`src/rtl/alu_arbiter.sv`:
```
// rtl/alu_arbiter.sv - round-robin share of one combinational ALU between two requesters; optional ALU_ARB_OPCOUNT_EN adds per-port op counters
module alu_arbiter #(
  parameter int bus_size = 8,
  parameter int shamt_p  = 3
`ifdef ALU_ARB_OPCOUNT_EN
  ,
  parameter int CNT_W    = 16
`endif
) (
  input  logic                clk,
  input  logic                rst_n,
  input  logic                req_valid_0,
  input  logic                req_valid_1,
  output logic                req_ready_0,
  output logic                req_ready_1,
  input  logic [bus_size-1:0] req_a_0,
  input  logic [bus_size-1:0] req_a_1,
  input  logic [bus_size-1:0] req_b_0,
  input  logic [bus_size-1:0] req_b_1,
  input  logic [2:0]          req_sel_0,
  input  logic [2:0]          req_sel_1,
  input  logic [shamt_p-1:0]  req_shamt_0,
  input  logic [shamt_p-1:0]  req_shamt_1,
  output logic                resp_valid_0,
  output logic                resp_valid_1,
  input  logic                resp_ready_0,
  input  logic                resp_ready_1,
  output logic [bus_size-1:0] resp_s,
  output logic [3:0]          resp_flags,
  output logic [bus_size-1:0] alu_a,
  output logic [bus_size-1:0] alu_b,
  output logic [2:0]          alu_sel,
  output logic [shamt_p-1:0]  alu_shamt,
  input  logic [bus_size-1:0] alu_s,
`ifdef ALU_ARB_OPCOUNT_EN
  output logic [CNT_W-1:0]    op_count_0,
  output logic [CNT_W-1:0]    op_count_1,
`endif
  input  logic [3:0]          alu_flags
);

  typedef enum logic [1:0] {IDLE, EXEC, RESP} state_t;

  state_t state;
  logic   owner;      // port currently being served
  logic   last;       // port granted most recently
  logic   grant_0;
  logic   grant_1;
  logic   resp_done;

  // Round-robin pick: a lone requester wins, a tie goes to the port not granted last
  always_comb begin
    grant_0 = 1'b0;
    grant_1 = 1'b0;
    if (req_valid_0 && req_valid_1) begin
      grant_0 = last;
      grant_1 = ~last;
    end else begin
      grant_0 = req_valid_0;
      grant_1 = req_valid_1;
    end
  end

  // Ready is offered only while idle and never while reset is held
  assign req_ready_0 = rst_n && (state == IDLE) && grant_0;
  assign req_ready_1 = rst_n && (state == IDLE) && grant_1;

  assign resp_done = (state == RESP) && (owner ? resp_ready_1 : resp_ready_0);

  // Control FSM: latch the winner's operands, capture the ALU one cycle later, hold until consumed
  always_ff @(posedge clk or negedge rst_n) begin
    if (!rst_n) begin
      state        <= IDLE;
      owner        <= 1'b0;
      last         <= 1'b1;
      resp_valid_0 <= 1'b0;
      resp_valid_1 <= 1'b0;
      resp_s       <= '0;
      resp_flags   <= '0;
      alu_a        <= '0;
      alu_b        <= '0;
      alu_sel      <= '0;
      alu_shamt    <= '0;
    end else begin
      case (state)
        IDLE: begin
          if (grant_0) begin
            alu_a     <= req_a_0;
            alu_b     <= req_b_0;
            alu_sel   <= req_sel_0;
            alu_shamt <= req_shamt_0;
            owner     <= 1'b0;
            last      <= 1'b0;
            state     <= EXEC;
          end else if (grant_1) begin
            alu_a     <= req_a_1;
            alu_b     <= req_b_1;
            alu_sel   <= req_sel_1;
            alu_shamt <= req_shamt_1;
            owner     <= 1'b1;
            last      <= 1'b1;
            state     <= EXEC;
          end
        end
        EXEC: begin
          resp_s       <= alu_s;
          resp_flags   <= alu_flags;
          resp_valid_0 <= ~owner;
          resp_valid_1 <= owner;
          state        <= RESP;
        end
        RESP: begin
          if (resp_done) begin
            resp_valid_0 <= 1'b0;
            resp_valid_1 <= 1'b0;
            state        <= IDLE;
          end
        end
        default: state <= IDLE;
      endcase
    end
  end

`ifdef ALU_ARB_OPCOUNT_EN
  // Saturating per-port count of completed response handshakes
  always_ff @(posedge clk or negedge rst_n) begin
    if (!rst_n) begin
      op_count_0 <= '0;
      op_count_1 <= '0;
    end else if (resp_done) begin
      if (!owner && (op_count_0 != {CNT_W{1'b1}}))
        op_count_0 <= op_count_0 + CNT_W'(1);
      if (owner && (op_count_1 != {CNT_W{1'b1}}))
        op_count_1 <= op_count_1 + CNT_W'(1);
    end
  end
`endif

endmodule

```
`config.mk`:
```
export PLATFORM = sky130hd
export DESIGN_NAME = alu_arbiter
export DESIGN_NICKNAME = d
export VERILOG_FILES = /design/src/rtl/alu_arbiter.sv
export SDC_FILE = /design/constraint.sdc
export NUM_CORES = 1
export LEC_CHECK = 0
export BUFFER_PORTS_ARGS = -buffer_cell sky130_fd_sc_hd__buf_2
export CORE_ASPECT_RATIO = 0.75
export CORE_MARGIN = 1.5
export CORE_UTILIZATION = 45
export CTS_CLUSTER_DIAMETER = 80
export DETAILED_ROUTE_END_ITERATION = 10
export PLACE_DENSITY = 0.79
export REMOVE_ABC_BUFFERS = 1
export SLEW_MARGIN = 30
export SYNTH_ARGS = -nofsm -noshare
export SYNTH_HDL_FRONTEND = slang
export SYNTH_SLANG_ARGS = --single-unit
```
`constraint.sdc`:
```
create_clock -name clk -period 1.7 [get_ports clk]
set_clock_uncertainty 0.2 [all_clocks]
set_input_delay 0.34 -clock clk [delete_from_list [all_inputs] [get_ports clk]]
set_output_delay 0.34 -clock clk [all_outputs]
set_load 0.02 [all_outputs]
```
# Word-level counts from Yosys, hierarchy flattened
# Index checks and enable logic that the tools add are counted.
[classes] reduce_logical=11 n_bitwise=2 eq_ne=4 n_mux=20
[ops] operator="8-bit two-way mux" n=4
[ops] operator="3-bit two-way mux" n=4
[ops] operator="1-bit two-way mux" n=6
[ops] operator="2-bit two-way mux" n=3
[ops] operator="2-bit case mux with 3 select lines" n=1
[ops] operator="2-bit AND reduction" n=3
[ops] operator="1-bit logical AND" n=5
[ops] operator="1-bit case mux with 2 select lines" n=2
[ops] operator="2-bit nonzero test" n=2
[ops] operator="3-bit != test, second input constant" n=1
[ops] operator="2-bit by 1-bit == test with 1-bit output, second input constant" n=1
[ops] operator="2-bit == test, second input constant" n=1
[ops] operator="2-bit zero test" n=1
[ops] operator="2-bit != test, second input constant" n=1
[ops] operator="1-bit inverter" n=2
[word_totals] output_inout_bits=38 regBits=40 word_cells=48

# Depth between registers and ports, before layout
# Gate-level depths: netlist (run 1).
[depth] ltp_word=5 depth_mapped=7 ltp_nobuf=3

# Worst setup path before layout (run 1)
# Ideal clock, no wire load.
[synth_timing] path_kind="reg-to-output" from="register state[0]" to="output req_ready_1" stages_incl_launch_ff=4 path_slack_ns=-0.206 t_arrival_ns=1.366 t_required_ns=1.160 cell_sequence="dfrtp_1 > nor2_1 > nand2_1 > a211oi_1"
[synth_via] elab_chain_cells=3
[synth_lines] item="start: declaration" line="44" rtl="state_t state;"
[synth_lines] item="start signal: assignment" line="73" rtl="state <= IDLE;"
[synth_lines] item="start signal: assignment" line="94" rtl="state <= EXEC;"
[synth_lines] item="start signal: assignment" line="102" rtl="state <= EXEC;"
[synth_lines] item="2-bit zero test" line="66" rtl="assign req_ready_1 = rst_n && (state == IDLE) && grant_1;"
[synth_lines] item="1-bit logical AND (2 in a row)" line="66"
[synth_lines] item="end: declaration" line="15" rtl="output logic req_ready_1,"
# Every way passes these cells.

# Worst setup path in the final report (run 1)
# Same ends and word-level chain as after synthesis.

==> metrics.md, run 1 <==
| Metric | Value |
|---|---|
| Hold Crit Class | in -> reg |
| Routed WL per cell | approximately 15 µm |
| Yosys reg bits | 40 |
| Final setup vio count | 2 |
| Hold_ws | approximately 0.036 ns |
| Setup TNS | -0.168 ns |
| Main combinational cell family by area after synthesis | compound AO/OA/AOI/OAI gates |
| Fmax | 558 MHz |
| Via count | 1940 |
| Placement Rows | 20 |
| Pleak | 0.00130 µW |
| Total GRT Usage | 24.1% |
| Multiplexer share of the synthesized area | 0% |
| Max-cap violations | 0 |
| Starting Density | 47.9% |
| IO Count | 100 |
| Yosys cell types | 26 |
| Xor/xnor share of the synthesized area | 0% |
| Vias/cell | 5.19 |
| Final Cycle Share | 105% |
| Tot Pwr | 5160 µW |
| Area of the core | 4150 µm² |
| CTS clk-pin slew, worst paths | 0.07 ns |
| Final antenna-violating net count | 0 |
| Number of enable flip-flop cells after synthesis | 0 |
| P_sw | 2280 µW |
| Worst Setup End Kind | output port |
| Input/output buffers | just under 100 |
| Clk_lat worst skew | approximately 0.29 ns |
| Synth Area per Inst | 9.43 µm² |
| Comb power frac | 54.2% |
| Worst slew margin | 67.2% |
| Final Hold Fails | 0 |
| GRT overflow | 0 |
| Worst setup margin | -0.0921 ns |
| Tmin final | 1.79 ns |
| CP Launch Point | state[0] |
| Htree depth | 2 |
| Post-Syn Instances | 211 |
| Largest net degree at the start of global routing | 41 |
| Iteration count of the initial detailed-routing pass | 4 |
| Worst-margin pin slew | 0.493 ns |
| Root buffer cell | clkbuf_8 |
| Worst Hold Launch | alu_flags[2] |
| Synthesized area | 1990 µm² |
| CTS tree | yes |
| Post-synthesis adder-cell area fraction | 0% |
| CTS Buf Count | 5 |
| First-pass GRT wire length | 8740 µm |
| Initial DRC count | 94 |
| Sw Ratio | 44.3% |
| Status | complete, but fails checks |
| Initial antenna violation count | 0 |
| Die Y | 60.6 µm |
| R2R Path Start | state[0] |
| Share of layout cells above drive strength 1 | 47.0% |
| CTS max path bufs | 2 |
| Placer Congestion | 0.783 |
| PwrDens | around 1900 nW/µm² |
| Die area | 4840 µm² |
| Slew Viols, Final | 0 |
| Total wire length | 5500 µm |
| WP data arrival | 1.25 ns |
| CP Class | reg -> out |
| Die width | 79.8 µm |
| Clock power share | 12.6% |
| Vias in the first global route | 1861 |
| DP HPWL | just under 4000 µm |
| Post-synthesis sequential area ratio | 50.3% |
| Worst-path maximum fanout | 2 |
| Area Growth Syn to Fin | 36.9% |
| Asr flop ratio synth | 100% |
| Number of remaining DRC errors | 0 |
| Worst VDD drop | 0.000963 V |
| Synth Area in Compound Gates | 27.3% |
| Simple-gate portion of the synthesized area | around 17% |
| Failing checks | setup timing |
| Sequential power share | 33.2% |
| Top_reg_cell synth | dfrtp_1 |
| Inserted Diodes | 0 |
| Startpoint Class | flop |
| RSZ-0062 raised after global routing | yes |
| P_int | 2880 µW |
| Synth warnings | 0 |
| NumNets Final | 380 |
| CP required | about 1.2 ns |
| Clk sinks | 40 |
logic make-up after synthesis:
logic type	count (synthesis)
compound gates	76
flops	40
buf+inv	22
simple gates	73
through the flow:
stage / instances / utilization, % / worst slack, ns / instance area (µm²)
2_1_floorplan: 192 / - / -0.810 / 1890
3_3_place_gp: 360 / 61.6 / 0.0996 / 2560
3_5_place_dp: 360 / 61.6 / 0.0330 / 2560
4_1_cts: 372 / 64.9 / -0.122 / 2700
5_1_grt: 374 / 65.6 / -0.173 / 2730
6_report: 374 / 65.6 / -0.0921 / 2730
layer usage:
layer  wire [µm]  up-vias  global-route usage [%]
met1        2480      899                    32.2
met2        2600       73                    39.6
met3         339        5                    4.36
met4          70        0                    9.85
li1            -      963                       -
met5           0        -                       0
Yosys cell counts (2+ instances only):
library cell   n  area (µm²)
a21oi_1       25         125
a31oi_1        3        18.8
a31oi_2       19         238
buf_6          4        45.0
clkbuf_1      14        52.6
dfrtp_1       39         976
inv_1          2        7.51
nand2_1       39         146
nand2b_1       2        12.5
nand3_1       23         115
nor2b_1        4        25.0
o21a_1         2        15.0
o21ai_0       22         110
state kept, by name, summed over array words and instances, names as in the netlist:
register,count
resp_valid_0,1
state,2
owner,1
alu_sel,3
alu_b,8
resp_s,8
resp_valid_1,1
alu_shamt,3
alu_a,8
resp_flags,4
last,1
cell type report:
| type | count | area (µm²) |
|---|---|---|
| well taps | 55 | 68.8 |
| inverters | 3 | 11.3 |
| repair buffers | 117 | 646 |
| clock buffers | 8 | 90.1 |
| fillers | 351 | 1430 |
| flip-flops and latches | 40 | 1000 |
| multi-input cells | 151 | 907 |
worst max-delay path, stage by stage, from the launching register on:
cell and delay [ns]:
dfrtp_1 0.40, nor2_2 0.16, nand2_2 0.08, a211oi_2 0.15
buf_4 0.17
layout by cell type (no fill, tap or decap), types with 2 or more instances in the layout:
cell type	count
a31oi_1	3
dfrtp_1	39
nor2b_1	4
a31oi_2	19
clkbuf_1	2
nand3_1	23
clkbuf_8	6
inv_1	2
o21ai_0	22
nand2_1	38
buf_6	2
o21a_1	2
nand2b_1	2
buf_2	97
and2_4	3
a21oi_1	25
buf_4	17
path summary, 6_finish.rpt:
check | end | slack, ns | cells after the start
max in group asynchronous | last | 0.47 | 3
max | req_ready_1 | -0.09 | 4
min in group asynchronous | alu_b[5] | 0.48 | 3
min reg2reg | resp_s[2] | 0.27 | 2
max reg2reg | alu_b[7] | 0.10 | 6
min | resp_flags[2] | 0.04 | 3
power groups by stage:
| stage | registers [µW] | logic [µW] | clock network [µW] |
|---|---|---|---|
| detailed placement | 1740 | 2640 | 0 |
| floorplan | 2250 | 1120 | 0 |
| global route | 1780 | 3060 | 717 |
| finish | 1710 | 2800 | 652 |
| CTS | 1720 | 2740 | 659 |
| global placement | 1710 | 2580 | 0 |
repair_timing:
| item | CTS | global route |
|---|---|---|
| hold buffers | 1 | 0 |
| pin swaps | 11 | 1 |
| endpoints found under the setup margin | 2 | 26 |
| buffers inserted | 3 | 0 |
| gates resized for setup | 4 | 5 |
| cloned | 0 | 2 |
| endpoints found under the hold margin | 39 | 0 |
Power figures use the tool's default switching activity.
==> run 2, diff against run 1 <==
--- a/config.mk
+++ b/config.mk
@@ -5,6 +5,7 @@
 export SDC_FILE = /design/constraint.sdc
 export NUM_CORES = 1
 export LEC_CHECK = 0
+export ABC_AREA = 1
 export BUFFER_PORTS_ARGS = -buffer_cell sky130_fd_sc_hd__buf_2
 export CORE_ASPECT_RATIO = 0.75
 export CORE_MARGIN = 1.5
==> run 2 against run 1 <==
Compared with the run above: the run still ends with setup timing left; synthesized cell count is 31% higher; routed wire length is 4.7% lower; critical path depth is 1 higher; sequential share of layout area is 0.25 points lower; worst setup slack better by 0.014 ns; global-route usage is 1.2 points lower; register-to-register slack better by 0.06 ns; power is 5.5% lower; critical endpoint is now req_ready_0; largest cell class unchanged; largest power group unchanged.
==> metrics.md, run 2 <==
| Metric | Value |
|---|---|
| Area of the core | 4180 µm² (+0.60%) |
| R2R Path Start | state[0] |
| Worst VDD drop | 0.000864 V (-10%) |
| Htree depth | 2 (unchanged) |
| Worst slew margin | 72.4% (+5.2 points) |
| Post-synth top cells | nand2_1 (115), inv_1 (50), nand3_1 (48), dfrtp_1 (39), buf_2 (6) |
| Total GRT Usage | 22.9% (-1.2 points) |
| Synthesized area | 2030 µm² (+1.9%) |
| Number of enable flip-flop cells after synthesis | 0 (unchanged) |
| Most common cell after layout, fill and taps aside | nand2_1 |
| Yosys cell types | 15 (-42%) |
| Clk sinks | 40 (unchanged) |
| Yosys reg bits | 40 (unchanged) |
| Via count | 2069 (+6.6%) |
| CTS tree | yes |
| Post-Syn Instances | 276 (+31%) |
| RSZ-0062 raised after global routing | yes |
| WP data arrival | 1.24 ns (about the same) |
| CP required | 1.16 ns (about the same) |
| Largest regs | alu_a: 8 flops, alu_b: 8 flops, resp_s: 8 flops |
| Vias in the first global route | 1894 (+1.8%) |
| Final setup vio count | 2 (unchanged) |
| Die Y | 61.2 µm (+0.92%) |
| Vias/cell | 4.70 (-9.3%) |
| Slew Viols, Final | 0 (unchanged) |
| Yosys top cell by area | dfrtp_1 |
| Sequential power share | 34.9% (+1.7 points) |
| Status | complete, but fails checks |
| Top_reg_cell synth | dfrtp_1 |
| Synth area leaders | dfrtp_1 (48%), nand2_1 (21%), nand3_1 (12%) |
| CP Class | reg -> out |
| Die area | 4930 µm² (+1.9%) |
| Area Growth Syn to Fin | 35.2% |
| Clock power share | 13.1% (+0.5 points) |
| Worst Hold Launch | alu_flags[1] |
| Final Cycle Share | 105% (-0.83 points) |
| Starting Density | 48.6% (+0.64 points) |
| CTS max path bufs | 2 (unchanged) |
| First-pass GRT wire length | 8440 µm (-3.5%) |
| P_int | 2640 µW (-8.2%) |
| Root buffer cell | clkbuf_8 |
| Max-cap violations | 0 (unchanged) |
| Clk_lat worst skew | 0.29 ns (about the same) |
| Initial antenna violation count | 0 (unchanged) |
| Startpoint Class | flop |
| Fmax | 562 MHz (+0.79%) |
| Iteration count of the initial detailed-routing pass | 4 (unchanged) |
| Initial DRC count | 89 (-5.3%) |
| Worst-margin pin slew | 0.414 ns (-0.0786 ns) |
| Post-synthesis sequential area ratio | 49.4% (-0.96 points) |
| Tot Pwr | 4880 µW (-5.5%) |
| Pleak | 0.00173 µW (+33%) |
| Final Hold Fails | 0 (unchanged) |
| CP Launch Point | last |
| CTS Buf Count | 5 (unchanged) |
| Synth warnings | 0 (unchanged) |
| Final antenna-violating net count | 0 (unchanged) |
| Fin util | 65.7% (about the same) |
| Most frequent cells in the layout | nand2_1 (114), buf_2 (97), nand3_1 (47), inv_1 (46), dfrtp_1 (39) |
| IO Count | 100 (unchanged) |
| GRT overflow | 0 (unchanged) |
| DP HPWL | 3570 µm (-8.0%) |
| Worst-path maximum fanout | 2 (unchanged) |
| NumNets Final | 446 (+17%) |
| Tmin final | 1.78 ns (-0.0141 ns) |
| Hold Crit Class | in -> reg |
| Asr flop ratio synth | 100% (unchanged) |
| Worst Setup End Kind | output port |
| Failing checks | setup timing |
| Share of layout cells above drive strength 1 | 34.8% (-12 points) |
| Routed WL per cell | 11.9 µm (-19%) |
| Share of the synthesized area in the top cell type | 48.1% (-0.94 points) |
| Die width | 80.5 µm (+0.93%) |
| Total wire length | 5240 µm (-4.7%) |
| Inserted Diodes | 0 (unchanged) |
| Sw Ratio | 45.8% (+1.6 points) |
| Placement Rows | 20 (unchanged) |
| Input/output buffers | 99 (unchanged) |
| P_sw | 2230 µW (-2.2%) |
| Placer Congestion | 0.760 (-2.9%) |
| Setup TNS | -0.103 ns (+0.0643 ns) |
| Cell with the most instances after synthesis | nand2_1 |
| PwrDens | 1780 nW/µm² (-6.2%) |
| Number of remaining DRC errors | 0 (unchanged) |
| CTS clk-pin slew, worst paths | 0.08 ns (about the same) |
| Synth Area per Inst | 7.35 µm² (-22%) |
| Comb power frac | 52.0% (-2.2 points) |
| Largest net degree at the start of global routing | 33 (-20%) |
| Worst setup margin | -0.0781 ns (+0.0141 ns) |
==> run 2: changes by cell type after synthesis, moves of 3 or more <==
cell,previous run,this run
a21oi_1,25,1
a31oi_1,3,0
a31oi_2,19,0
buf_2,1,6
buf_4,0,3
clkbuf_1,14,0
inv_1,2,50
nand2_1,39,115
nand3_1,23,48
nor2b_1,4,0
o21ai_0,22,2
==> run 2: what timing repair did <==
action | in CTS | in global routing
setup endpoints to repair | 5 | 20
pin swaps | 3 | 0
hold buffers | 2 | 0
hold endpoints to repair | 7 | 0
gates cloned | 1 | 0
buffers inserted | 5 | 1
resized for setup | 11 | 4
==> run 2: per-stage QoR <==
stage | area, µm² | instances | hold WS (ns) | setup WS, ns
finish | 2740 | 440 | 0.0410 | -0.0781
global route | 2740 | 440 | 0.0411 | -0.110
CTS | 2730 | 439 | 0.0331 | -0.0627
detailed placement | 2540 | 423 | -0.0264 | -0.0148
global placement | 2540 | 423 | -0.0301 | 0.0438
floorplan | 1930 | 263 | -0.156 | -0.258
==> run 2: final timing paths <==
check / depth (start not counted) / slack [ns] / to
max: 5 / -0.08 / req_ready_0
min: 3 / 0.04 / resp_flags[1]
max reg2reg: 7 / 0.16 / alu_b[5]
min reg2reg: 2 / 0.28 / resp_s[4]
max in group asynchronous: 3 / 0.49 / alu_a[1]
min in group asynchronous: 2 / 0.29 / state[0]
==> run 2: cell families (layout without fill, tap and decap cells) <==
kind of cell / Yosys count / after routing / share of synthesized area [%]
simple gates: 169 / 170 / 35.6
compound gates: 3 / 3 / 0.740
flops: 40 / 40 / 49.4
buf+inv: 64 / 172 / 14.2
==> run 2: worst max-delay path: stages, from the launching register on <==
cell and delay, ns:
dfstp_2 0.55, inv_2 0.04, nand2_2 0.06, nand2_2 0.07
nor2_4 0.10, buf_6 0.12
==> run 2: cell type report <==
class / instances / area (µm²)
fillers: 366 / 1440
clock buffers: 6 / 82.6
flip-flops and latches: 40 / 1000
repair buffers: 113 / 618
multi-input cells: 173 / 768
inverters: 51 / 194
well taps: 55 / 68.8
clock inverters: 2 / 10.0
==> run 2: power by group through the flow <==
stage | Sequential (µW) | Clock, µW | Combinational (µW)
2_1_floorplan | 2210 | 0 | 945
3_3_place_gp | 1700 | 0 | 2250
3_5_place_dp | 1690 | 0 | 2330
4_1_cts | 1690 | 657 | 2510
5_1_grt | 1750 | 700 | 2790
6_report | 1700 | 639 | 2530
==> run 2: per-layer routing <==
layer	GRT usage, %	vias to the layer above	share of wire (%)
li1	-	1037	-
met1	30.1	957	44
met2	38.5	70	49
met3	4.59	5	5.7
met4	8.13	0	0.90
met5	0	-	0
